## src/rtl/input_action_decoder_if.sv

```systemverilog
// Keycode input and frame-aligned action outputs between the SoC keycode PIO and the
// player blocks.
interface input_action_decoder_if #(
  parameter int SLOTS = 6
);
  logic                 frame_clk;
  logic [8*SLOTS-1:0]   keycode;
  logic                 frame_tick;
  logic [3:0]           p1_dir;
  logic [3:0]           p2_dir;
  logic                 p1_jab;
  logic                 p2_jab;
  logic                 p1_busy;
  logic                 p2_busy;

  modport master (
    output frame_clk, keycode,
    input  frame_tick, p1_dir, p2_dir, p1_jab, p2_jab, p1_busy, p2_busy
  );

  modport slave (
    input  frame_clk, keycode,
    output frame_tick, p1_dir, p2_dir, p1_jab, p2_jab, p1_busy, p2_busy
  );
endinterface

```

## src/rtl/input_action_decoder.sv

```systemverilog
// Keycode scanner with frame-aligned direction levels and per-player jab FSMs.
// Optional macro SOCD_NEUTRAL_EN: opposite directions held together cancel to 0.
module input_action_decoder #(
  parameter int JAB_ACTIVE   = 6,
  parameter int JAB_COOLDOWN = 10,
  parameter int SLOTS        = 6
) (
  input  logic                     Clk,
  input  logic                     Reset_n,
  input_action_decoder_if.slave    bus
);

  localparam int KW    = 8 * SLOTS;
  localparam int CNT_W = 6;

  localparam logic [7:0] KEY_W     = 8'h1A;
  localparam logic [7:0] KEY_A     = 8'h04;
  localparam logic [7:0] KEY_S     = 8'h16;
  localparam logic [7:0] KEY_D     = 8'h07;
  localparam logic [7:0] KEY_V     = 8'h19;
  localparam logic [7:0] KEY_O     = 8'h12;
  localparam logic [7:0] KEY_UP    = 8'h52;
  localparam logic [7:0] KEY_LEFT  = 8'h50;
  localparam logic [7:0] KEY_DOWN  = 8'h51;
  localparam logic [7:0] KEY_RIGHT = 8'h4F;

  typedef enum logic [1:0] {
    IDLE     = 2'd0,
    ACTIVE   = 2'd1,
    COOLDOWN = 2'd2
  } jab_state_t;

  function automatic logic key_held(input logic [KW-1:0] kc, input logic [7:0] code);
    logic hit;
    hit = 1'b0;
    for (int k = 0; k < SLOTS; k++) begin
      if (code != 8'h00 && kc[8*k +: 8] == code) hit = 1'b1;
    end
    return hit;
  endfunction

  // Direction vectors are {up, left, down, right}: bit3 opposes bit1, bit2 opposes bit0.
  function automatic logic [3:0] socd_filter(input logic [3:0] d);
`ifdef SOCD_NEUTRAL_EN
    return {d[3] & ~d[1], d[2] & ~d[0], d[1] & ~d[3], d[0] & ~d[2]};
`else
    return d;
`endif
  endfunction

  // Stage p0..p2: frame_clk synchronizer, edge detect, keycode capture
  logic            frame_sync_p0;
  logic            frame_sync_p1;
  logic            frame_prev_p2;
  logic            vld_p2;
  logic [KW-1:0]   key_p0;

  always_ff @(posedge Clk or negedge Reset_n) begin
    if (!Reset_n) begin
      frame_sync_p0 <= 1'b0;
      frame_sync_p1 <= 1'b0;
      frame_prev_p2 <= 1'b0;
      vld_p2        <= 1'b0;
      key_p0        <= '0;
    end else begin
      frame_sync_p0 <= bus.frame_clk;
      frame_sync_p1 <= frame_sync_p0;
      frame_prev_p2 <= frame_sync_p1;
      vld_p2        <= frame_sync_p1 & ~frame_prev_p2;
      key_p0        <= bus.keycode;
    end
  end

  logic [3:0] p1_held;
  logic [3:0] p2_held;
  logic [1:0] jab_held;

  assign p1_held  = {key_held(key_p0, KEY_W), key_held(key_p0, KEY_A),
                     key_held(key_p0, KEY_S), key_held(key_p0, KEY_D)};
  assign p2_held  = {key_held(key_p0, KEY_UP),   key_held(key_p0, KEY_LEFT),
                     key_held(key_p0, KEY_DOWN), key_held(key_p0, KEY_RIGHT)};
  assign jab_held = {key_held(key_p0, KEY_O), key_held(key_p0, KEY_V)};

  // Stage p3: frame-aligned direction levels
  logic [3:0] p1_dir_p3;
  logic [3:0] p2_dir_p3;

  always_ff @(posedge Clk or negedge Reset_n) begin
    if (!Reset_n) begin
      p1_dir_p3 <= '0;
      p2_dir_p3 <= '0;
    end else if (vld_p2) begin
      p1_dir_p3 <= socd_filter(p1_held);
      p2_dir_p3 <= socd_filter(p2_held);
    end
  end

  logic [1:0] jab_w;
  logic [1:0] busy_w;

  for (genvar p = 0; p < 2; p++) begin : g_jab
    jab_state_t        state_q, state_d;
    logic [CNT_W-1:0]  cnt_q, cnt_d;
    logic              prev_q;
    logic              jab_q, busy_q;

    always_ff @(posedge Clk or negedge Reset_n) begin
      if (!Reset_n) begin
        state_q <= IDLE;
        cnt_q   <= '0;
        prev_q  <= 1'b0;
        jab_q   <= 1'b0;
        busy_q  <= 1'b0;
      end else if (vld_p2) begin
        state_q <= state_d;
        cnt_q   <= cnt_d;
        prev_q  <= jab_held[p];
        jab_q   <= (state_d == ACTIVE);
        busy_q  <= (state_d != IDLE);
      end
    end

    // Presses seen during ACTIVE/COOLDOWN only refresh prev_q, so a held key never retriggers.
    always_comb begin
      state_d = state_q;
      cnt_d   = cnt_q;
      case (state_q)
        IDLE: begin
          if (jab_held[p] && !prev_q) begin
            state_d = ACTIVE;
            cnt_d   = CNT_W'(JAB_ACTIVE - 1);
          end
        end
        ACTIVE: begin
          if (cnt_q == '0) begin
            if (JAB_COOLDOWN == 0) begin
              state_d = IDLE;
              cnt_d   = '0;
            end else begin
              state_d = COOLDOWN;
              cnt_d   = CNT_W'(JAB_COOLDOWN - 1);
            end
          end else begin
            cnt_d = cnt_q - 1'b1;
          end
        end
        COOLDOWN: begin
          if (cnt_q == '0) state_d = IDLE;
          else             cnt_d   = cnt_q - 1'b1;
        end
        default: begin
          state_d = IDLE;
          cnt_d   = '0;
        end
      endcase
    end

    assign jab_w[p]  = jab_q;
    assign busy_w[p] = busy_q;
  end

  assign bus.frame_tick = vld_p2;
  assign bus.p1_dir     = p1_dir_p3;
  assign bus.p2_dir     = p2_dir_p3;
  assign bus.p1_jab     = jab_w[0];
  assign bus.p2_jab     = jab_w[1];
  assign bus.p1_busy    = busy_w[0];
  assign bus.p2_busy    = busy_w[1];

endmodule
```

## src/flat_wrapper.sv

```systemverilog
// flat-port wrapper written by rule: the top's interface ports become plain ports
module input_action_decoder_flat 
#(
  parameter int JAB_ACTIVE   = 6,
  parameter int JAB_COOLDOWN = 10,
  parameter int SLOTS        = 6
)
  (Clk, Reset_n, bus_frame_clk, bus_keycode, bus_frame_tick, bus_p1_dir, bus_p2_dir, bus_p1_jab, bus_p2_jab, bus_p1_busy, bus_p2_busy);
  input_action_decoder_if #(.SLOTS(SLOTS)) bus_i ();
  input  logic Clk;
  input  logic Reset_n;
  input wire logic [$bits(bus_i.frame_clk)-1:0] bus_frame_clk;
  input wire logic [$bits(bus_i.keycode)-1:0] bus_keycode;
  output wire logic [$bits(bus_i.frame_tick)-1:0] bus_frame_tick;
  output wire logic [$bits(bus_i.p1_dir)-1:0] bus_p1_dir;
  output wire logic [$bits(bus_i.p2_dir)-1:0] bus_p2_dir;
  output wire logic [$bits(bus_i.p1_jab)-1:0] bus_p1_jab;
  output wire logic [$bits(bus_i.p2_jab)-1:0] bus_p2_jab;
  output wire logic [$bits(bus_i.p1_busy)-1:0] bus_p1_busy;
  output wire logic [$bits(bus_i.p2_busy)-1:0] bus_p2_busy;
  assign bus_i.frame_clk = bus_frame_clk;
  assign bus_i.keycode = bus_keycode;
  assign bus_frame_tick = bus_i.frame_tick;
  assign bus_p1_dir = bus_i.p1_dir;
  assign bus_p2_dir = bus_i.p2_dir;
  assign bus_p1_jab = bus_i.p1_jab;
  assign bus_p2_jab = bus_i.p2_jab;
  assign bus_p1_busy = bus_i.p1_busy;
  assign bus_p2_busy = bus_i.p2_busy;
  input_action_decoder #(.JAB_ACTIVE(JAB_ACTIVE), .JAB_COOLDOWN(JAB_COOLDOWN), .SLOTS(SLOTS)) u_core (.Clk(Clk), .Reset_n(Reset_n), .bus(bus_i));
endmodule
```

## config.mk

```make
export PLATFORM = sky130hd
export DESIGN_NAME = input_action_decoder_flat
export DESIGN_NICKNAME = d
export VERILOG_FILES = /design/src/rtl/input_action_decoder_if.sv /design/src/rtl/input_action_decoder.sv /design/src/flat_wrapper.sv
export SDC_FILE = /design/constraint.sdc
export NUM_CORES = 1
export LEC_CHECK = 0
export ABC_AREA = 1
export ABC_CLOCK_PERIOD_IN_PS = 1500
export CAP_MARGIN = 20
export CORE_ASPECT_RATIO = 0.6
export CORE_MARGIN = 5
export CORE_UTILIZATION = 54
export CTS_CLUSTER_DIAMETER = 50
export DETAILED_ROUTE_END_ITERATION = 6
export MAX_ROUTING_LAYER = met4
export PLACE_DENSITY = 0.8
export SYNTH_ARGS = -nofsm -noshare
export SYNTH_HDL_FRONTEND = slang
export SYNTH_SLANG_ARGS = --single-unit
```

## constraint.sdc

```tcl
create_clock -name Clk -period 1.5 [get_ports Clk]
set_input_delay 0.225 -clock Clk [delete_from_list [all_inputs] [get_ports Clk]]
set_output_delay 0.225 -clock Clk [all_outputs]
set_load 0.1 [all_outputs]
```

### Word-level counts from Yosys, hierarchy flattened

Index checks and enable logic that the tools add are counted.

| operators by class | value |
|---|---|
| reduce and logical (&&, ||, !) cells | 12 |
| muxes and demuxes | 76 |
| add/subtract/negate cells | 2 |
| bitwise logic cells | 2 |
| equality and inequality tests | 70 |

Operator list:

| kind | number |
|---|---|
| $eq 8x5->1 const B | 24 |
| $eq 8x7->1 const B | 24 |
| $eq 8x3->1 const B | 12 |
| $mux 1 | 60 |
| $mux 6 | 6 |
| $pmux 6 s3 | 2 |
| $logic_not 6->1 | 2 |
| $mux 2 | 6 |
| $pmux 2 s3 | 2 |
| $sub 6x1->6 const B | 2 |
| $eq 2x1->1 const B | 4 |
| $reduce_and 3->1 | 2 |
| $eq 2x2->1 const B | 2 |
| $logic_not 2->1 | 2 |
| $ne 2x1->1 const B | 2 |
| $ne 2x2->1 const B | 2 |
| $reduce_bool 2->1 | 2 |
| $logic_and 1x1->1 | 2 |
| $logic_not 1->1 | 2 |
| $and 1x1->1 | 1 |
| $not 1->1 | 1 |

| storage, ports and cells | value |
|---|---|
| output and inout port bits | 13 |
| bits of input ports | 51 |
| logic and storage cells | 179 |
| register bits after elaboration | 82 |

### Logic depth before layout (Yosys ltp)

Gate-level depths: netlist (run 1).

| depth | value |
|---|---|
| depth after elaboration | 11 |
| mapped depth | 12 |
| mapped depth without buffers | 12 |

### Least setup slack after synthesis (run 1)

No wires, ideal clock.

| path | value |
|---|---|
| path kind | register to register |
| start point | reg u_core.vld_p2, in the netlist u_core.bus.frame_tick |
| end point | reg u_core.p1_dir_p3[0], in the netlist u_core.bus.p1_dir[0] |
| data required time | 1369 ps |
| slack | -369 ps |
| path buffers | 2 |
| cell stages (with the launch flop) | 6 |
| arrival | 1739 ps |
| clock period less this slack | 1869 ps |
| library setup time | 131 ps |
| cell sequence | dfrtp_1 > buf_6 > inv_1 > buf_2 > a311oi_1 > a21oi_1 |

RTL lines:

| what | line | RTL |
|---|---|---|
| from (decl) | input_action_decoder.sv:55 | `logic vld_p2;` |
| from (signal assigned) | input_action_decoder.sv:69 | `vld_p2 <= frame_sync_p1 & ~frame_prev_p2;` |
| to (signal assigned) | input_action_decoder.sv:93 | `p1_dir_p3 <= socd_filter(p1_held);` |
| to (decl) | input_action_decoder.sv:85 | `logic [3:0] p1_dir_p3;` |

### Worst setup path after layout (run 1)

| path | value |
|---|---|
| start point | reg u_core.g_jab[0].cnt_q[1] |
| end point | reg u_core.g_jab[0].cnt_q[2] |

| on the way | value |
|---|---|
| cells in the longest elaborated chain, start to end | 3 |
| elaborated cells on any way between the ends | 7 |
| classes of those cells | add/sub: 1; eq/ne: 1; mux: 3; reduce/logical: 2 |

Ends and longest elaborated chain:

| what | line | RTL |
|---|---|---|
| from (decl) | input_action_decoder.sv:103 | `logic [CNT_W-1:0] cnt_q, cnt_d;` |
| from (signal assigned) | input_action_decoder.sv:116 | `cnt_q <= cnt_d;` |
| $sub 6x1->6 or $logic_not 6->1 (tied branches) | n/a |  |
| $mux 6, or another cell as far along | input_action_decoder.sv:148 | `if (cnt_q == '0) state_d = IDLE;` |
| $pmux 6 s3 or $reduce_and 3->1 (tied branches) | n/a |  |

Parallel ways exist; a longest one is shown, timed or not. The select of a mux whose other input is x is not followed.
A chain may end at the register's enable or synchronous reset.

==> out/results.tsv, run 1 <==
stage	metric	value	unit
worst_setup_path	CP Data Required Time	1.73	ns
die	chip width	121	um
die	I/O Pins	64	
global_routing	Global Route Usage Sum	0.231	
power	Leak	0.00260	uW
cells_and_area	layout cells sized above 1	0.221	
status	failing checks	negative setup slack	
cells_and_area	Nets	633	
logic_synthesis	Synth Area per Inst	8.14	sq um
logic_synthesis	most common cell in the netlist	nand2_1	
worst_setup_path	CP max-delay cell	dfrtp_1	
logic_synthesis	sequential area share after synthesis	0.513	
timing	Final Hold Viols	0	
place	port bufs	63	
status	status	complete, but fails checks	
timing	final worst slack	-0.00452	ns
cts	Clock Sinks	82	
cts	later-pin clock latency in the skew report	0.34	ns
global_routing	total gr overflow	0	
cts	CTS tree	built	
cts	Max clock buf depth	2	
power	PwrDens	1450	nW/um^2
route	DR vias/cell	5.20	
logic_synthesis	Synth Cell Area	4000	sq um
logic_synthesis	main flop type after synthesis	dfrtp_1	
worst_setup_path	Most Frequent Cell on Critical Path	nand2_1	
global_routing	first-pass GRT wire length	16300	um
timing	post-route clock period utilization	1.00	
global_routing	initial antenna violation count	0	
route	per-cell routed wire length	14.8	um
worst_setup_path	FF-to-FF Start	u_core.g_jab[0].cnt_q[1]$_DFFE_PN0P_	
cts	H-Tree Depth	3	
timing	fmax	0.665	GHz
cts	CTS clk-pin slew, worst paths	0.06	ns
worst_setup_path	crit start category	flop	
cts	CTS root buffer	clkbuf_16	
logic_synthesis	Mapped Cells	492	
flow_run	maxcap violations	0	
cells_and_area	antenna diode count	0	
logic_synthesis	Cell variety after synth	37	
logic_synthesis	largest cells by area after synthesis	dfrtp_1 (51%), nand2_1 (11%), nor2_1 (6.8%)	
place	worst slack at placement	-0.0361	ns
timing	RSZ-0062 raised after global routing	yes	
global_routing	largest net degree at the start of global routing	52	
worst_hold_path	Hold WC Path Type	primary input to asynchronous set/reset pin	
logic_synthesis	post-synthesis async set-or-reset flop share	1.00	
worst_setup_path	Crit Path Max Fanout	7	
global_routing	vias in the first global route	3415	
power	total power	7980	uW
timing	Clock Skew	0.00668	ns
timing	Final min period	1.50	ns
timing	final slew viol count	0	
logic_synthesis	EDFF count, synth	0	
cells_and_area	# fillers	506	
worst_setup_path	worst setup path category	flop to flop	
timing	Finish-stage setup viols	4	
die	Die Ht	76.7	um
worst_setup_path	critical path arrival	1.74	ns
timing	Final TNS setup	-0.0116	ns
logic_synthesis	area leader, netlist	dfrtp_1	
cts	CTS Buf Count	9	
logic_synthesis	Mapped Nets	545	
cells_and_area	Layout area overhead	37.5	%
place	gp weighted congestion	0.959	
power	maximum vdd ir drop	0.868	mV
logic_synthesis	most common library cells after synthesis	nand2_1 (113), dfrtp_1 (82), nor2_1 (72)	
die	Initial Utilization	0.553	
route	DR vias	3582	
route	DR iter-0 viols	479	
logic_synthesis	share of the synthesized area in the top cell type	0.513	
route	DRC	0	
worst_setup_path	crit path capture type	flop	
logic_synthesis	Yosys reg bits	82	
die	standard-cell row count	24	
die	core box area	7240	sq um
route	DRT antenna net count	0	
timing	worst slew pin tran	0.385	ns
route	drt pass-1 iters	5	
route	final wirelength	10200	um
worst_setup_path	CP Launch Point	u_core.g_jab[0].cnt_q[1]$_DFFE_PN0P_	
logic_synthesis	synth warn	0	
timing	Relative slew margins	0.741	
place	placed wire-length estimate	7560	um
worst_setup_path	CP cell instances	inv_1 -> ha_4 -> nand4_4 -> inv_2 -> a21oi_4 -> nand2_4 -> nand2_1 -> nand2_1	
die	die area	9290	sq um
worst_setup_path	critical path's largest stage delay	0.41	ns
## critical path: cells and delay by family (launching register included)
family | cells | cell delay [ns]
buf+inv | 2 | 0.16
fa+ha+maj | 1 | 0.18
flops | 1 | 0.41
compound gates | 1 | 0.24
simple gates | 4 | 0.39
## final timing paths
| path | depth (start not counted) | slack (ns) | to |
|---|---|---|---|
| worst min-delay path | 2 | 0.28 | u_core.key_p0[29]$_DFF_PN0_ |
| max in group asynchronous | 3 | 0.70 | u_core.key_p0[41]$_DFF_PN0_ |
| worst max-delay path | 8 | -0.005 | u_core.g_jab[0].cnt_q[2]$_DFFE_PN0P_ |
| worst max register to register | 8 | -0.005 | u_core.g_jab[0].cnt_q[2]$_DFFE_PN0P_ |
| worst min register to register | 0 | 0.36 | u_core.frame_sync_p1$_DFF_PN0_ |
| min in group Clk | 1 | 0.32 | u_core.key_p0[30]$_DFF_PN0_ |
## stage by stage
step,util,area (sq um),hold slack [ns],cells
2_1_floorplan,-,4010,-0.0706,492
3_3_place_gp,0.683,4940,0.0770,660
3_5_place_dp,0.683,4940,0.0812,660
4_1_cts,0.736,5330,0.261,678
5_1_grt,0.761,5510,0.306,689
6_report,0.761,5510,0.276,689
## state kept, by name, indices dropped and copies added (netlist names), 2 cells and up
| signal | count |
|---|---|
| u_core.g_jab.cnt_q | 12 |
| u_core.g_jab.state_q | 4 |
| u_core.g_jab.prev_q | 2 |
| u_core.bus.p1_dir | 4 |
| u_core.key_p0 | 48 |
| u_core.bus.p2_dir | 4 |
## layer usage
layer  part of all wire  GRT usage  vias to the layer above  routed length, um
met5                  0          -                        -                  0
met4             0.0093     0.0570                        0                 95
met3              0.089     0.0801                        9                903
met2               0.43      0.315                      149               4420
met1               0.47      0.331                     1679               4780
li1                   -          -                     1745                  -
## cell usage in the layout, fill, tap and decap left out, types with 15 or more instances in the layout
| master | netlist | routed |
|---|---|---|
| nor3_1 | 24 | 23 |
| nor2_1 | 72 | 68 |
| nand3_1 | 32 | 32 |
| inv_2 | 16 | 23 |
| buf_4 | 1 | 15 |
| buf_12 | 0 | 16 |
| nand2_1 | 113 | 101 |
| clkdlybuf4s50_1 | 0 | 49 |
| inv_1 | 54 | 47 |
| nand2_2 | 10 | 20 |
| dfrtp_1 | 82 | 79 |
## what timing repair did
| action | CTS | global route |
|---|---|---|
| endpoints found under the hold margin | 11 | 0 |
| setup endpoints to repair | 12 | 23 |
| buffers inserted | 1 | 11 |
| pin swaps | 0 | 18 |
| gates cloned | 0 | 0 |
| resized for setup | 6 | 38 |
| hold buffers | 1 | 0 |
## power by group
part           switching (uW)  total (uW)  internal, uW
Clock                     872        2540          1670
Sequential                319        2810          2490
Combinational            1620        2630          1010
## cells by family after synthesis
family | synth area share
AOI/OAI and AO/OA | 0.0562
adders and majority gates | 0.00625
buffers and inverters | 0.0725
and+or+nand+nor | 0.337
xor gates and xnor gates | 0.0153
DFF | 0.513
## final cells by class
cell class | count | area [sq um] | share of cell area
inverter | 70 | 263 | 0.0477
tap | 104 | 130 | 0.0236
clock inverter | 5 | 103 | 0.0186
multi-input combinational | 336 | 1780 | 0.323
clock buffer | 11 | 243 | 0.0441
sequential | 82 | 2060 | 0.374
timing repair buffer | 81 | 933 | 0.170
(Power assumes the default switching activity.)
==> inputs of run 2 (changes only) <==
Settings changed: SKIP_CTS_REPAIR_TIMING from default to 1.
==> run 2 against run 1 <==
  * The run still ends with negative setup slack left
  * Setup slack got worse by 0.025 ns
  * Via count fell by 0.39%
  * Fmax fell by 1.7%
  * Final area fell by 0.18%
  * Global-route usage decreased by 0.097 points
  * Clock power is essentially flat
  * Combinational power fell by 2%
  * Clock skew is essentially flat
  * Critical path type unchanged
  * Highest routed layer unchanged
==> out/results.tsv, run 2 (same netlist as run 1, synthesis figures left out) <==
stage	metric	value	unit
cells_and_area	Most flops, register	u_core.key_p0	
route	DRC	0	
cells_and_area	Nets	632	
power	Comb pwr share	0.325	
route	final wirelength	10100	um
route	met3 wire len	952	um
cts	Max clock buf depth	2	
cells_and_area	Final Util	0.760	
timing	Clock Skew	0.00690	ns
die	Initial Utilization	0.553	
status	status	complete, but fails checks	
cells_and_area	Largest regs	u_core.key_p0: 48 flops, u_core.g_jab.cnt_q: 12 flops	
timing	Final Hold Viols	0	
worst_setup_path	critical path's largest stage delay	0.42	ns
timing	RSZ-0062 raised after global routing	yes	
timing	Final min period	1.53	ns
die	Die Ht	76.7	um
route	WL met1	4670	um
worst_setup_path	critical path arrival	1.76	ns
cts	CTS tree	built	
die	chip width	121	um
timing	Finish-stage setup viols	6	
power	switching pwr	2770	uW
route	DR vias/cell	5.19	
cells_and_area	layout cells sized above 1	0.217	
worst_setup_path	Most Frequent Cell on Critical Path	nand2_1	
cells_and_area	commonest non-fill, non-tap cell in the layout	nand2_1	
place	port bufs	63	
timing	worst slew pin tran	0.425	ns
status	failing checks	negative setup slack	
route	drt pass-1 iters	5	
global_routing	initial antenna violation count	0	
global_routing	first-pass GRT wire length	16300	um
timing	final slew viol count	0	
global_routing	total gr overflow	0	
worst_setup_path	crit start category	flop	
place	Inst Count DP	660	
power	PwrDens	1440	nW/um^2
power	Sw Share	0.350	
timing	post-route clock period utilization	1.02	
place	placed wire-length estimate	7560	um
die	die area	9290	sq um
timing	final worst slack	-0.0299	ns
route	met2 wire length	4370	um
die	I/O Pins	64	
die	standard-cell row count	24	
place	gp weighted congestion	0.959	
cells_and_area	post-route cell area	5500	sq um
cts	Clock Sinks	82	
worst_setup_path	worst setup path category	flop to flop	
flow_run	maxcap violations	0	
global_routing	largest net degree at the start of global routing	52	
worst_setup_path	Crit Path Max Fanout	7	
cells_and_area	# fillers	512	
timing	fmax	0.654	GHz
route	DR vias	3568	
route	top sig layer	met4	
route	per-cell routed wire length	14.7	um
worst_setup_path	CP Data Required Time	1.73	ns
cts	H-Tree Depth	3	
cts	CTS root buffer	clkbuf_16	
cts	later-pin clock latency in the skew report	0.34	ns
power	register share of total power	0.356	
cts	CTS clk-pin slew, worst paths	0.06	ns
worst_setup_path	CP delay by family, top	flip-flops	
cells_and_area	max reg flops	48	
cells_and_area	most frequent cells in the layout	nand2_1 (102), dfrtp_1 (79), nor2_1 (67), clkdlybuf4s50_1 (49), inv_1 (46)	
cells_and_area	antenna diode count	0	
die	core box area	7240	sq um
worst_setup_path	crit path capture type	flop	
route	DRT antenna net count	0	
worst_setup_path	CP cell instances	inv_1 -> ha_4 -> nand4_4 -> inv_2 -> a21oi_4 -> nand2_4 -> nand2_1 -> nand2_1	
power	Leak	0.00260	uW
timing	Relative slew margins	0.714	
power	internal power	5160	uW
cells_and_area	Non-Filler Instances	688	
global_routing	Global Route Usage Sum	0.230	
route	DR iter-0 viols	410	
timing	hold_ws	0.281	ns
cells_and_area	Layout area overhead	37.3	%
power	total power	7930	uW
power	Clock power frac	0.319	
cts	CTS Buf Count	9	
global_routing	vias in the first global route	3407	
worst_setup_path	CP max-delay cell	dfrtp_1	
worst_setup_path	WP buf/inv	2	
power	maximum vdd ir drop	0.870	mV
place	post-place instance area	4940	sq um
worst_hold_path	Hold WC Path Type	primary input to asynchronous set/reset pin	
## run 2: cell type report
class,count,area [sq um],area share
Multi-Input combinational cell,336,1770,0.323
Clock inverter,5,103,0.0187
Sequential cell,82,2060,0.374
Clock buffer,11,243,0.0442
Timing Repair Buffer,80,926,0.168
Inverter,70,263,0.0478
Tap cell,104,130,0.0237
## run 2: final timing paths
kind,start,to,slack [ns],cells after the start
min,Reset_n,u_core.key_p0[29]$_DFF_PN0_,0.28,2
max reg2reg,u_core.g_jab[0].cnt_q[1]$_DFFE_PN0P_,u_core.g_jab[0].cnt_q[0]$_DFFE_PN0P_,-0.03,8
max in group asynchronous,Reset_n,u_core.key_p0[41]$_DFF_PN0_,0.69,3
max,u_core.g_jab[0].cnt_q[1]$_DFFE_PN0P_,u_core.g_jab[0].cnt_q[0]$_DFFE_PN0P_,-0.03,8
min in group Clk,bus_keycode[30],u_core.key_p0[30]$_DFF_PN0_,0.32,1
min reg2reg,u_core.frame_sync_p0$_DFF_PN0_,u_core.frame_sync_p1$_DFF_PN0_,0.36,0
## run 2: power by group through the flow
stage | Clock [uW] | Sequential [uW] | Combinational (uW)
after floorplan | 0 | 3150 | 1240
final | 2530 | 2820 | 2580
after global routing | 2660 | 2860 | 2820
after global placement | 0 | 2820 | 2290
after detailed placement | 0 | 2820 | 2350
after CTS | 2560 | 2790 | 2360
## run 2: through the flow
step                      setup slack, ns  TNS [ns]
after floorplan                  0.000935         0
after global placement            -0.0407   -0.0546
after detailed placement          -0.0361    -0.194
after CTS                         -0.0566    -0.386
after global routing               -0.125     -1.13
final                             -0.0299    -0.131
## run 2: layer usage
layer | vias to the layer above | GRT usage
met5 | - | -
met4 | 0 | 0.0570
met3 | 10 | 0.0809
met2 | 159 | 0.312
met1 | 1656 | 0.330
li1 | 1743 | -
## run 2: worst reg2reg max path: cells and delay by family (launching register included)
kind                       cells  cell delay, ns
DFF                            1            0.42
adders and majority gates      1            0.19
AOI/OAI and AO/OA              1            0.25
buffers and inverters          2            0.17
and+or+nand+nor                4            0.40
==> inputs of run 3 (changes only) <==
Settings changed: CORE_ASPECT_RATIO 0.6 to default.
==> run 3 against run 2 <==
  * Highest routed layer unchanged
  * The flow still finishes with violations (negative setup slack)
  * Critical endpoint is now u_core.g_jab[1].cnt_q[2]$_DFFE_PN0P_
  * Clock skew up 0.0038 ns
  * Die area down 0.62%
  * Worst hold slack better by 0.025 ns
  * Clock power down 33%
  * Utilization down 0.84 points
==> out/results.tsv, run 3 (same netlist as run 1, synthesis figures left out) <==
stage	metric	value	unit
status	status	complete, but fails checks	
status	failing checks	negative setup slack	
worst_setup_path	CP max-delay cell	dfrtp_1	
cts	CTS Buf Count	9	
global_routing	total gr overflow	0	
timing	Final Hold Viols	0	
power	Clock power frac	0.234	
cells_and_area	Final Util	0.751	
timing	worst slew pin tran	0.452	ns
power	Sw Share	0.379	
global_routing	vias in the first global route	3471	
route	DRC	0	
cts	Max clock buf depth	2	
timing	Relative slew margins	0.699	
die	I/O Pins	64	
worst_setup_path	CP Data Required Time	1.74	ns
power	switching pwr	2750	uW
die	chip width	96.1	um
flow_run	maxcap violations	0	
power	Comb pwr share	0.381	
timing	final slew viol count	0	
cells_and_area	Nets	638	
timing	Final TNS setup	-0.0379	ns
place	worst slack at placement	-0.0335	ns
worst_setup_path	Crit Path Max Fanout	5	
cells_and_area	antenna diode count	0	
cells_and_area	layout cells sized above 1	0.255	
cts	CTS tree	built	
place	placed wire-length estimate	7130	um
timing	Final min period	1.53	ns
cts	Clock Sinks	82	
place	post-place instance area	4920	sq um
cells_and_area	Layout area overhead	36.1	%
route	DRT antenna net count	0	
power	maximum vdd ir drop	0.785	mV
global_routing	Global Route Usage Sum	0.219	
cells_and_area	# fillers	536	
cts	later-pin clock latency in the skew report	0.35	ns
timing	fmax	0.654	GHz
power	Leak	0.00256	uW
worst_setup_path	worst setup path category	flop to flop	
cells_and_area	Largest regs	u_core.key_p0: 48 flops, u_core.g_jab.cnt_q: 12 flops	
power	register share of total power	0.386	
route	DR iter-0 viols	180	
worst_setup_path	r2r setup slk	-0.03	ns
cells_and_area	Most flops, register	u_core.key_p0	
worst_hold_path	Hold WC Path Type	primary input to flop	
cts	CTS root buffer	clkbuf_8	
cts	H-Tree Depth	3	
place	gp weighted congestion	0.977	
route	final wirelength	9760	um
worst_setup_path	crit path capture type	flop	
die	die area	9240	sq um
timing	post-route clock period utilization	1.02	
route	per-cell routed wire length	14.2	um
route	DR vias/cell	5.26	
die	Initial Utilization	0.552	
worst_setup_path	critical path arrival	1.77	ns
power	total power	7260	uW
timing	final worst slack	-0.0300	ns
power	PwrDens	1330	nW/um^2
timing	RSZ-0062 raised after global routing	yes	
cts	CTS clk-pin slew, worst paths	0.08	ns
cells_and_area	max reg flops	48	
timing	Clock Skew	0.0107	ns
power	internal power	4510	uW
route	DR vias	3618	
worst_setup_path	CP cell instances	inv_1 -> ha_4 -> nand2_2 -> nor2_1 -> nand2_1 -> inv_2 -> nand2_4 -> nand3_2 -> nand2_2 -> nand4_1 -> nand2_1	
route	drt pass-1 iters	5	
global_routing	first-pass GRT wire length	15100	um
cells_and_area	most frequent cells in the layout	nand2_1 (92), dfrtp_1 (80), nor2_1 (64), clkdlybuf4s50_1 (49), inv_1 (44)	
cells_and_area	post-route cell area	5450	sq um
die	standard-cell row count	31	
die	core box area	7250	sq um
place	port bufs	63	
die	Die Ht	96.1	um
worst_setup_path	crit start category	flop	
global_routing	initial antenna violation count	0	
global_routing	largest net degree at the start of global routing	83	
timing	Finish-stage setup viols	3	
worst_setup_path	critical path's largest stage delay	0.40	ns
cells_and_area	commonest non-fill, non-tap cell in the layout	nand2_1	
==> run 3: cell count changes in the layout (fill, tap and decap cells not counted), sizes merged <==
| cell | before | now |
|---|---|---|
| buf | 30 | 36 |
| bufinv | 3 | 2 |
| clkbuf | 11 | 10 |
| clkinv | 1 | 2 |
==> run 3: worst paths after layout <==
kind / startpoint / to / cells after the start
setup / recovery: u_core.g_jab[1].cnt_q[1]$_DFFE_PN0P_ / u_core.g_jab[1].cnt_q[2]$_DFFE_PN0P_ / 11
hold / removal: bus_keycode[40] / u_core.key_p0[40]$_DFF_PN0_ / 1
setup reg to reg: u_core.g_jab[1].cnt_q[1]$_DFFE_PN0P_ / u_core.g_jab[1].cnt_q[2]$_DFFE_PN0P_ / 11
hold reg to reg: u_core.frame_sync_p0$_DFF_PN0_ / u_core.frame_sync_p1$_DFF_PN0_ / 0
max in group asynchronous: Reset_n / u_core.bus.frame_tick$_DFF_PN0_ / 3
min in group asynchronous: Reset_n / u_core.g_jab[0].cnt_q[4]$_DFFE_PN0P_ / 3
==> run 3: area by class of cell <==
| class | count | area [sq um] | area share |
|---|---|---|---|
| Clock buffer | 10 | 128 | 0.0234 |
| Clock inverter | 5 | 81.3 | 0.0149 |
| Inverter | 70 | 263 | 0.0482 |
| Multi-Input combinational cell | 336 | 1830 | 0.336 |
| Sequential cell | 82 | 2060 | 0.378 |
| Tap cell | 99 | 124 | 0.0227 |
| Timing Repair Buffer | 86 | 966 | 0.177 |
==> run 3: worst max-delay path, delay by kind of cell, from the launching register on <==
| family | cells | cell delay (ns) |
|---|---|---|
| buffers and inverters | 2 | 0.27 |
| DFF | 1 | 0.40 |
| adders and majority gates | 1 | 0.15 |
| and+or+nand+nor | 8 | 0.61 |
==> run 3: metal layers <==
metal,track usage,vias up,part of all wire
li1,-,1761,-
met3,0.0446,26,0.057
met5,-,-,0
met1,0.250,1681,0.39
met4,0.0936,0,0.032
met2,0.374,150,0.52
==> run 3: per-stage QoR <==
stage	std cells	hold WS (ns)
after floorplan	492	-0.0706
after global placement	654	0.279
after detailed placement	654	0.283
after CTS	669	-0.0872
after global routing	688	0.292
final	688	0.306
==> run 3: power by group through the flow <==
stage	clock network (uW)	registers [uW]	logic, uW
6_report	1700	2800	2760
5_1_grt	1800	2830	3010
4_1_cts	1720	2770	2380
3_5_place_dp	0	2820	2360
3_3_place_gp	0	2810	2320
2_1_floorplan	0	3150	1240
==> RTL change 1: new RTL, config.mk and constraints of run 2 <==
`JAB_COOLDOWN` is set to 10 in 2 places; all go to 5.
--- a/src/rtl/input_action_decoder.sv
+++ b/src/rtl/input_action_decoder.sv
@@ -4,3 +4,3 @@
   parameter int JAB_ACTIVE   = 6,
-  parameter int JAB_COOLDOWN = 10,
+  parameter int JAB_COOLDOWN = 5,
   parameter int SLOTS        = 6
--- a/src/flat_wrapper.sv
+++ b/src/flat_wrapper.sv
@@ -4,3 +4,3 @@
   parameter int JAB_ACTIVE   = 6,
-  parameter int JAB_COOLDOWN = 10,
+  parameter int JAB_COOLDOWN = 5,
   parameter int SLOTS        = 6
Formal check against the unedited RTL: same outputs for any inputs over 10 cycles, from zero or initial values and one cycle with Reset_n low; that may be too few to reach the edited logic, so the function may still have changed.
==> RTL change 1 against run 2 <==
The flow still finishes with violations (negative setup slack); routed wire length up 4.2%; cell area down 0.41%; sequential cell count unchanged; critical path depth up 1; setup slack worse by 0.035 ns; synthesized area down 0.81%; power down 1.9%; critical path type unchanged; critical endpoint is now u_core.g_jab[1].cnt_q[3].
==> RTL change 1: results (changes against run 2) <==
| Metric | Value |
|---|---|
| Detailed Place HPWL | 7.534 mm (-0.30%) |
| Slowest cell on crit path | dfrtp_1 |
| Max rail drop VDD | 0.9318 mV (+7.0%) |
| Syn Nets | 552 (+1.3%) |
| Outcome | complete, but fails checks |
| Nets | 647 (+2.4%) |
| Initial detailed-routing violation count | 377 (-8.0%) |
| Synth top area cells | dfrtp_1, nand2_1, nor2_1 |
| Grt met3 use | 0.07122 (-0.009666) |
| Avg Inst Size Synth | 7.959 um^2 (-2.2%) |
| First-pass GRT wire length | 16.50 mm (+1.5%) |
| Worst Tran Pin Value | 0.4857 ns (+0.06065 ns) |
| GRT Total Usage | 0.2354 (+0.005277) |
| Unique masters post-synth | 34 (-8.1%) |
| Worst Hold Class | in2reg |
| Cell Int Power | 4916 uW (-4.7%) |
| Post-synth top cells | nand2_1, dfrtp_1, nor2_1, inv_1, nand3_1 |
| Sequential area share after synthesis | 0.5167 (+0.004198) |
| Failing checks | negative setup slack |
| Crit path max-delay family | simple AND/OR/NAND/NOR gates |
| Share of layout cells above drive strength 1 | 0.2220 (+0.004571) |
| Leakage power | 0.002617 uW (+0.85%) |
| RR Endpoint | u_core.g_jab[1].cnt_q[3] |
| Setup slack after layout | -0.06527 ns (-0.03540 ns) |
| Dpl cells | 661 (+0.15%) |
| Met1 GRT Util | 0.3362 (+0.006370) |
| Final Non-Filler Cells | 690 (+0.29%) |
| CP Data Arrival Time | 1.80 ns (+0.04 ns) |
| Gpl congestion | 0.9003 (-6.1%) |
| # setup viols final | 11 (+5) |
RTL change 1: metal layers:
layer | wire length, um | part of all wire | vias up
met4 | 119 | 0.011 | 0
met2 | 4625 | 0.44 | 155
met3 | 846 | 0.080 | 12
li1 | - | - | 1773
met5 | 0 | 0 | -
met1 | 4918 | 0.47 | 1720
RTL change 1: area by class of cell:
cell class	count	area (um^2)
clock buffers	10	239.0
clock inverters	6	66.31
fillers	521	1733
inverters	73	274.0
multi-input cells	341	1763
flip-flops and latches	82	2057
well taps	91	113.9
repair buffers	87	960.9
RTL change 1: per-stage QoR:
stage	setup slack [ns]	TNS [ns]	hold slack (ns)	area, um^2
after floorplan	0.08190	0	-0.07059	3975
after global placement	-0.01609	-0.04337	0.2811	4931
after detailed placement	-0.06895	-0.5256	0.2848	4931
after CTS	-0.09286	-1.029	-0.07946	5236
after global routing	-0.1595	-1.973	0.3025	5474
final	-0.06527	-0.3369	0.3160	5474
RTL change 1: power by group through the flow:
stage / clock, uW / combinational (uW) / sequential (uW)
2_1_floorplan: 0 / 1200 / 3120
3_5_place_dp: 0 / 2370 / 2790
4_1_cts: 2240 / 2400 / 2760
6_report: 2220 / 2780 / 2780
3_3_place_gp: 0 / 2300 / 2780
5_1_grt: 2350 / 3000 / 2810
RTL change 1: logic make-up after synthesis:
logic type               Yosys count  share of synthesized area
XOR/XNOR                           7                    0.01544
AND/OR/NAND/NOR                  292                     0.3318
AO/OA/AOI/OAI                     40                    0.05798
flip-flops                        82                     0.5167
buffers and inverters             76                    0.07183
adder cells (fa/ha/maj)            2                   0.006300
==> RTL change 2: new RTL, settings of run 2 <==
Without the edit above. Make the reset (`Reset_n`) synchronous in 3 clocked blocks.
--- a/src/rtl/input_action_decoder.sv
+++ b/src/rtl/input_action_decoder.sv
@@ -57,3 +57,3 @@
 
-  always_ff @(posedge Clk or negedge Reset_n) begin
+  always_ff @(posedge Clk) begin
     if (!Reset_n) begin
@@ -87,3 +87,3 @@
 
-  always_ff @(posedge Clk or negedge Reset_n) begin
+  always_ff @(posedge Clk) begin
     if (!Reset_n) begin
@@ -106,3 +106,3 @@
 
-    always_ff @(posedge Clk or negedge Reset_n) begin
+    always_ff @(posedge Clk) begin
       if (!Reset_n) begin
Behaviour: differs if Reset_n is asserted again (counterexample within 4 cycles, from zero or initial values and one cycle with Reset_n low); with Reset_n held inactive, the same outputs for 10 cycles.
==> RTL change 2 against run 2 <==
The run still ends with negative setup slack left; sequential cell count stayed put; synthesized area is 2.8% higher; critical path depth is 2 higher; global-route usage is 1.2 points higher; cell area is 4.7% higher; routed wire length is 18% higher; sequential share of layout area is 8.1 points lower; core utilization is 2.6 points higher; setup slack worse by 0.11 ns.
Power is not compared: it rests on default switching activity, and its combinational part moved more than twofold at a synthesized area within 25%.
==> RTL change 2: results (changes against run 2) <==
| Metric | Value |
|---|---|
| First-pass GRT wire length | 17.95 mm (+10%) |
| Dpl cells | 787 (+19%) |
| Post-Synth XOR/XNOR Area | 0.008513 (-0.006799) |
| Worst Hold Class | in2reg |
| CTS root buf | clkbuf_16 |
| Routed len/inst | 14.62 um (-0.34%) |
| Met1 GRT Util | 0.3517 (+0.02189) |
| Outcome | complete, but fails checks |
| Largest net degree at the start of global routing | 38 (-27%) |
| Via density | 5.211 (+0.49%) |
| Initial detailed-routing violation count | 409 (-0.24%) |
| Post-synth top cells | nand2_1, inv_1, dfxtp_1, nor2_1, nand3_1 |
| CP Data Arrival Time | 1.87 ns (+0.11 ns) |
| Drt pass-1 iters | 5 (unchanged) |
| Ys flop type | dfxtp_1 |
| Syn Nets | 665 (+22%) |
| Detailed Place HPWL | 8.135 mm (+7.7%) |
| M2 GR Usage | 0.3264 (+0.01397) |
| Setup slack after layout | -0.1368 ns (-0.1069 ns) |
| Avg Inst Size Synth | 6.724 um^2 (-17%) |
| Failing checks | negative setup slack |
| Unique masters post-synth | 40 (+8.1%) |
| RR Endpoint | u_core.g_jab[0].cnt_q[2] |
| Crit path max-delay family | simple AND/OR/NAND/NOR gates |
| Sequential area share after synthesis | 0.3989 (-0.1136) |
| Slowest cell on crit path | dfxtp_2 |
| Pre-CTS WS | -0.06961 ns (-0.03351 ns) |
| Gpl congestion | 0.9872 (+2.9%) |
| Synth Area in Compound Gates | 0.09973 (+0.04348) |
| Crit Path Max Fanout | 7 (unchanged) |
| Leakage power | 0.002707 uW |
| Adder-Cell Fraction of Synth Area | 0.006081 (-0.0001691) |
| FF-to-FF Start | u_core.g_jab[0].cnt_q[1] |
| Vias in the first global route | 3722 (+9.2%) |
| Clk_skew | 0.008274 ns (+0.001370 ns) |
| # setup viols final | 7 (+1) |
| Worst R2R Path Depth | 10 (+2) |
| Slew Limit Headroom | 0.5453 (-0.1689) |
| Share of layout cells above drive strength 1 | 0.2634 (+0.04591) |
| Slowest stage delay, CP | 0.31 ns (-0.11 ns) |
| GRT Total Usage | 0.2425 (+0.01237) |
| Nets | 759 (+20%) |
| Grt met3 use | 0.07340 (-0.007481) |
| Synth top area cells | dfxtp_1, nand2_1, inv_1 |
| Setup TNS | -0.7884 ns (-0.6570 ns) |
| Ys async rst share | 0 (-1.000) |
| Final Non-Filler Cells | 814 (+18%) |
| Hold Worst Slack | 0.3526 ns (+0.07109 ns) |
-- RTL change 2: changes by cell type after synthesis, moves of 6 or more --
cell | before | now
dfrtp_1 | 82 | 0
dfxtp_1 | 0 | 82
inv_1 | 54 | 108
nand2_1 | 113 | 142
a21oi_1 | 9 | 22
nor2_1 | 72 | 79
o21ai_0 | 11 | 18
nand4_1 | 13 | 7
-- RTL change 2: worst max-delay path by stage --
stage	from	end	slack, ns
2_1_floorplan	u_core.g_jab[0].cnt_q[0]	u_core.g_jab[0].cnt_q[2]	0.04
3_3_place_gp	u_core.g_jab[0].cnt_q[0]	u_core.g_jab[0].cnt_q[2]	-0.05
3_5_place_dp	u_core.g_jab[0].cnt_q[0]	u_core.g_jab[0].cnt_q[2]	-0.07
4_1_cts	u_core.g_jab[0].cnt_q[0]	u_core.g_jab[0].cnt_q[2]	-0.1
5_1_grt	u_core.g_jab[0].cnt_q[1]	u_core.g_jab[0].cnt_q[3]	-0.25
6_report	u_core.g_jab[0].cnt_q[1]	u_core.g_jab[0].cnt_q[2]	-0.14
-- RTL change 2: metrics by stage --
step,power [uW],util,instance area (um^2)
5_1_grt,5555,0.7857,5757
2_1_floorplan,2691,-,4119
3_5_place_dp,2951,0.6954,5095
4_1_cts,5305,0.7391,5415
3_3_place_gp,2940,0.6954,5095
6_report,5372,0.7857,5757
-- RTL change 2: area by class of cell --
class / instances / area [um^2]
fill: 530 / 1570
clock buffer: 13 / 260.3
tap: 104 / 130.1
inverter: 120 / 452.9
sequential: 82 / 1688
clock inverter: 2 / 60.06
multi-input combinational: 399 / 2173
timing repair buffer: 94 / 992.2
-- RTL change 2: logic make-up (layout without fill, tap and decap cells) --
family / after synthesis / in the layout
AND/OR/NAND/NOR: 328 / 328
buffers and inverters: 131 / 229
flip-flops: 82 / 82
AO/OA/AOI/OAI: 65 / 65
XOR/XNOR: 4 / 4
adder cells (fa/ha/maj): 2 / 2
-- RTL change 2: metal layers --
layer / wire, um / vias up
met2: 5194 / 233
met5: 0 / -
met4: 172 / 0
met1: 5360 / 1886
met3: 1172 / 23
li1: - / 2100
-- RTL change 2: tightest hold or removal path: cells and delay by family --
family        cells  cell delay (ns)
simple gates      1             0.07
buf+inv           3             0.35
-- RTL change 2: report_power, final --
group	switching [uW]	leakage [uW]	internal (uW)	total, uW
clock network	836	0.000156	1540	2380
registers	94.9	0.000686	2270	2370
logic	346	0.00187	284	630
